$ cat config.mk
export PLATFORM = sky130hd
export DESIGN_NAME = sha256_byte_packer
export DESIGN_NICKNAME = d
export VERILOG_FILES = /design/src/rtl/sha256_byte_packer.sv
export SDC_FILE = /design/constraint.sdc
export NUM_CORES = 1
export LEC_CHECK = 0
export BUFFER_PORTS_ARGS = -buffer_cell sky130_fd_sc_hd__buf_2
export CORE_AREA = 2 2 111 113
export CTS_BUF_LIST = sky130_fd_sc_hd__clkbuf_4
export DETAILED_ROUTE_END_ITERATION = 8
export DIE_AREA = 0 0 113 115
export PLACE_DENSITY = 0.67
export SLEW_MARGIN = 20
export SYNTH_ARGS = -nofsm -noshare
export SYNTH_HDL_FRONTEND = slang
export SYNTH_SLANG_ARGS = --single-unit
$ cat constraint.sdc
create_clock -name clk -period 2.51 [get_ports clk]
set_input_delay 0.1255 -clock clk [delete_from_list [all_inputs] [get_ports clk]]
set_output_delay 0.1255 -clock clk [all_outputs]
set_load 0.05 [all_outputs]
$ cat src/rtl/sha256_byte_packer.sv
// Packs a valid/ready byte stream big-endian into 32-bit words for the sha256 core.
// Also reports the message length in bytes alongside the last word.
module sha256_byte_packer #(
  parameter int LEN_W = 32
) (
  input  logic             clk,
  input  logic             rst,
  input  logic [7:0]       byte_data,
  input  logic             byte_valid,
  input  logic             byte_last,
  output logic             byte_ready,
  output logic [31:0]      word_data,
  output logic             word_valid,
  input  logic             word_ready,
  output logic             word_last,
  output logic [1:0]       word_numbyte,
  output logic [LEN_W-1:0] msg_len
);

  logic             run;
  logic [1:0]       idx;
  logic [23:0]      acc;
  logic [LEN_W-1:0] len_cnt;
  logic             complete, accept, load;
  logic [31:0]      packed_word;

  // Only a word-completing byte needs room in the output register.
  assign complete   = (idx == 2'd3) || byte_last;
  assign byte_ready = run && (!complete || !word_valid || word_ready);
  assign accept     = byte_valid && byte_ready;
  assign load       = accept && complete;

  // Accumulator bytes past idx are always zero, so unused lanes come out zero.
  assign packed_word = {acc, 8'h00} | ({byte_data, 24'h0} >> {idx, 3'b000});

  always_ff @(posedge clk or negedge rst) begin
    if (!rst) run <= 1'b0;
    else      run <= 1'b1;
  end

  always_ff @(posedge clk or negedge rst) begin
    if (!rst) begin
      idx     <= 2'd0;
      acc     <= 24'h0;
      len_cnt <= '0;
    end else if (accept) begin
      if (complete) begin
        idx <= 2'd0;
        acc <= 24'h0;
      end else begin
        idx <= idx + 2'd1;
        acc <= packed_word[31:8];
      end
      len_cnt <= byte_last ? '0 : len_cnt + LEN_W'(1);
    end
  end

  always_ff @(posedge clk or negedge rst) begin
    if (!rst) begin
      word_valid   <= 1'b0;
      word_data    <= 32'h0;
      word_last    <= 1'b0;
      word_numbyte <= 2'd0;
      msg_len      <= '0;
    end else if (load) begin
      word_valid   <= 1'b1;
      word_data    <= packed_word;
      word_last    <= byte_last;
      word_numbyte <= idx + 2'd1;
      if (byte_last) msg_len <= len_cnt + LEN_W'(1);
    end else if (word_ready) begin
      word_valid <= 1'b0;
    end
  end

endmodule

==> impl_metrics.py <==
metrics = {
    "sta": {
        "setup_viol_count_final": 0,
        "hold_viol": 0,
        "setup_ws_ns": 0.273,
        "post-route-min-period_ns": 2.24,
        "max_freq_mhz": 447,
        "maxSlewHeadroom_pct": 44.1,
        "grt_setup_unrepaired": "no",
        "period_share_pct": 89.1,
        "worst_clock_skew_ns": 0.0169,
        "totalNegativeSetupSlack_ns": 0,
        "timing_max_transition_violations_final": 0,
        "tightest_slew_ns": 0.832,
    },
    "routing": {
        "detail_route.first_pass.iterations": 6,
        "detail_route.wirelength_um": 12800,
        "initialDrtViolationCount": 237,
        "drt-wirelength-per-cell_um": 15.1,
        "ant_nets": 0,
        "post_drt_via_cell_ratio": 5.50,
        "post-route-drc-count": 3,
        "via_count": 4664,
    },
    "clock_network": {
        "tritoncts.num_buffers": 17,
        "cts.repair.resized": 0,
        "cts_sinks": 127,
        "path_clk_slew_ns": 0.11,
        "clock_tree.buffer_depth": 2,
        "clock_insertion_delay_at_the_later_pin_of_the_skew_report_ns": 0.54,
        "cts_hold_repair.buffers": 11,
        "tritoncts_clock_tree": "done",
        "post-cts-setup-buffer-count": 0,
        "h-tree-depth": 4,
        "clk_root_buffer_cell": "sky130_fd_sc_hd__clkbuf_4",
    },
    "power": {
        "share_clk_of_total_power_pct": 25.9,
        "sequential_power_share_pct": 48.6,
        "cell_internal_pwr_mw": 3.23,
        "ir_worst_vdd_mv": 0.635,
        "total_leakage_power_nw": 3.12,
        "p_switching_mw": 1.82,
        "cellPowerDensity_nw_per_um2": 756,
        "sw_frac_of_total_pct": 36.1,
        "finalPower_mw": 5.05,
        "p_comb_share_pct": 25.5,
    },
    "global_routing": {
        "grt_first_pass_wirelength_um": 21700,
        "grt_pass1_vias": 4373,
        "antenna_violations_before_repair": 0,
        "grtUsageTotal_pct": 21.1,
        "grt_start_max_net_pins": 90,
        "grt_overflow_total": 0,
    },
    "die": {
        "floorplan.initialDensity_pct": 48.6,
        "coreArea_um2": 11800,
        "die_height_um": 115,
        "io-pin-count": 82,
        "design.die.area_um2": 13000,
        "num_rows": 40,
        "width_of_the_die_um": 113,
    },
    "run_status": {
        "status": "complete, but fails checks",
        "violated_checks": "DRC",
    },
    "cells_and_area": {
        "antennaDiodeCount": 0,
        "area.growth.synth_to_final_pct": 16.5,
        "seqCellArea_um2": 3180,
        "stdcell_count": 848,
        "fillCellCount": 1061,
        "layout.nets": 705,
        "postLayoutCoreUtil_pct": 56.6,
        "multi_input_area_um2": 2390,
        "post_route_cells_drive_above_1_share_pct": 20.3,
    },
    "setup_path": {
        "arrival_ns": 2.67,
        "cp.required_ns": 2.94,
        "worstRegToRegCells": 6,
        "worstSetupEndpointType": "flip-flop",
        "crit_type": "reg2reg",
        "critical_path.startpoint_type": "flip-flop",
        "worst-path-max-fanout": 7,
    },
    "logic_synthesis": {
        "synthDominantCellAreaShare_pct": 55.4,
        "async_reset_ff_share_pct": 100,
        "netlist-cell-type-count": 47,
        "synth_seq_cells": 127,
        "synthesis.yosys.warnings": 0,
        "most_frequent_cell_after_synthesis": "sky130_fd_sc_hd__dfrtp_1",
        "syn-cell-area_um2": 5740,
        "synth-edff-count": 0,
        "synth.top_cells.by_count": "sky130_fd_sc_hd__dfrtp_1, sky130_fd_sc_hd__o21ai_0, sky130_fd_sc_hd__nand2_1, sky130_fd_sc_hd__a21oi_1, sky130_fd_sc_hd__nor2_1",
        "synth_area_leaders": "sky130_fd_sc_hd__dfrtp_1, sky130_fd_sc_hd__o21ai_0, sky130_fd_sc_hd__nand2_1",
        "synthesis.instances": 603,
        "syn_avg_cell_area_um2": 9.51,
        "synth_net_count": 618,
        "post-synth-top-area-cell": "sky130_fd_sc_hd__dfrtp_1",
        "synth-main-ff-cell": "sky130_fd_sc_hd__dfrtp_1",
        "synth.yosys.seq_area_share_pct": 55.4,
    },
    "place": {
        "post-dp-hpwl_um": 8860,
        "io_buffer_count": 81,
        "gpl.final_weighted_congestion": 0.846,
        "dp_slack_ns": 0.288,
        "place_inst": 807,
    },
    "worst_hold_path": {
        "worst_hold_path_class": "in2reg",
        "number_of_stages_on_the_worst_hold_path": 4,
    },
    "flow_run": {
        "max_cap_viol_count": 0,
    },
}
[through the flow]
step	hold slack (ns)	cell area [µm²]
final	0.123	6680
after global routing	0.125	6680
after CTS	0.0743	6680
after detailed placement	0.210	6320
after global placement	0.210	6320
after floorplan	-0.170	5740
[logic make-up (layout without fill, tap and decap cells)]
logic type,after synthesis,in the layout,share of synthesized area (%)
multiplexers,1,1,0.196
XOR/XNOR,30,30,4.58
AO/OA/AOI/OAI,198,198,19.1
flip-flops,127,127,55.4
other,1,1,0.0654
AND/OR/NAND/NOR,201,201,17.1
buffers and inverters,43,141,3.14
adder cells (fa/ha/maj),2,2,0.436
[worst paths after layout]
path / start / end / slack [ns]
worst max-delay path: len_cnt[0] / len_cnt[24] / 0.27
worst min-delay path: byte_valid / idx[0] / 0.12
worst max register to register: len_cnt[0] / len_cnt[24] / 0.27
worst min register to register: msg_len[19] / msg_len[19] / 0.48
max in group asynchronous: rst / acc[19] / 1.96
min in group asynchronous: rst / msg_len[10] / 0.17
[cell usage in the layout, fill, tap and decap left out, drive strengths merged, types with 2 or more instances in the layout]
cell / synthesis / final
a41oi: 2 / 2
nand2: 97 / 97
nand3: 26 / 26
ha: 2 / 2
o21ai: 105 / 105
buf: 15 / 98
xnor2: 13 / 13
nand4: 9 / 9
nor4: 6 / 6
bufinv: 0 / 2
and2: 2 / 2
clkinv: 0 / 6
a31oi: 13 / 13
and4: 3 / 3
nor2: 42 / 42
xor2: 17 / 17
clkbuf: 26 / 21
a22o: 5 / 5
nand2b: 3 / 3
o31ai: 18 / 18
inv: 2 / 2
nor2b: 2 / 2
dlygate4sd3: 0 / 11
a21oi: 51 / 51
dfrtp: 127 / 127
nor3: 6 / 6
[worst max-delay path, stage by stage, from the launching register on]
cell                      delay, ns
sky130_fd_sc_hd__dfrtp_1       0.45
sky130_fd_sc_hd__ha_1          0.34
sky130_fd_sc_hd__nand4_2       0.23
sky130_fd_sc_hd__or4_4         0.63
sky130_fd_sc_hd__nor3_4        0.19
sky130_fd_sc_hd__o21ai_0       0.10
sky130_fd_sc_hd__a22o_1        0.19
[area by class of cell]
cell class                      count  area share [%]
Clock inverter                      9            1.42
Clock buffer                       21            2.36
Sequential cell                   127            47.6
Tap cell                          147            2.75
Inverter                            2           0.112
Multi-Input combinational cell    433            35.8
Timing Repair Buffer              109            10.0
[power by group through the flow]
| stage | Sequential (mW) | Clock (mW) | Combinational, mW |
|---|---|---|---|
| after floorplan | 3.02 | 0 | 0.375 |
| after global placement | 2.48 | 0 | 1.27 |
| after detailed placement | 2.49 | 0 | 1.29 |
| after CTS | 2.45 | 1.35 | 1.30 |
| after global routing | 2.48 | 1.45 | 1.41 |
| final | 2.45 | 1.31 | 1.29 |
[state kept, by name, indices dropped and copies added, names as in the netlist]
signal	count
msg_len	32
word_last	1
acc	24
word_valid	1
word_data	32
word_numbyte	2
run	1
idx	2
len_cnt	32
[per-layer routing]
layer  global-route usage, %  part of all wire [%]  vias up
li1                        -                     -     2300
met1                    28.0                    46     2229
met2                    33.8                    48      117
met3                    5.38                   5.0       18
met4                    7.48                   1.5        0
met5                       0                     0        -
(Power assumes the default switching activity.)
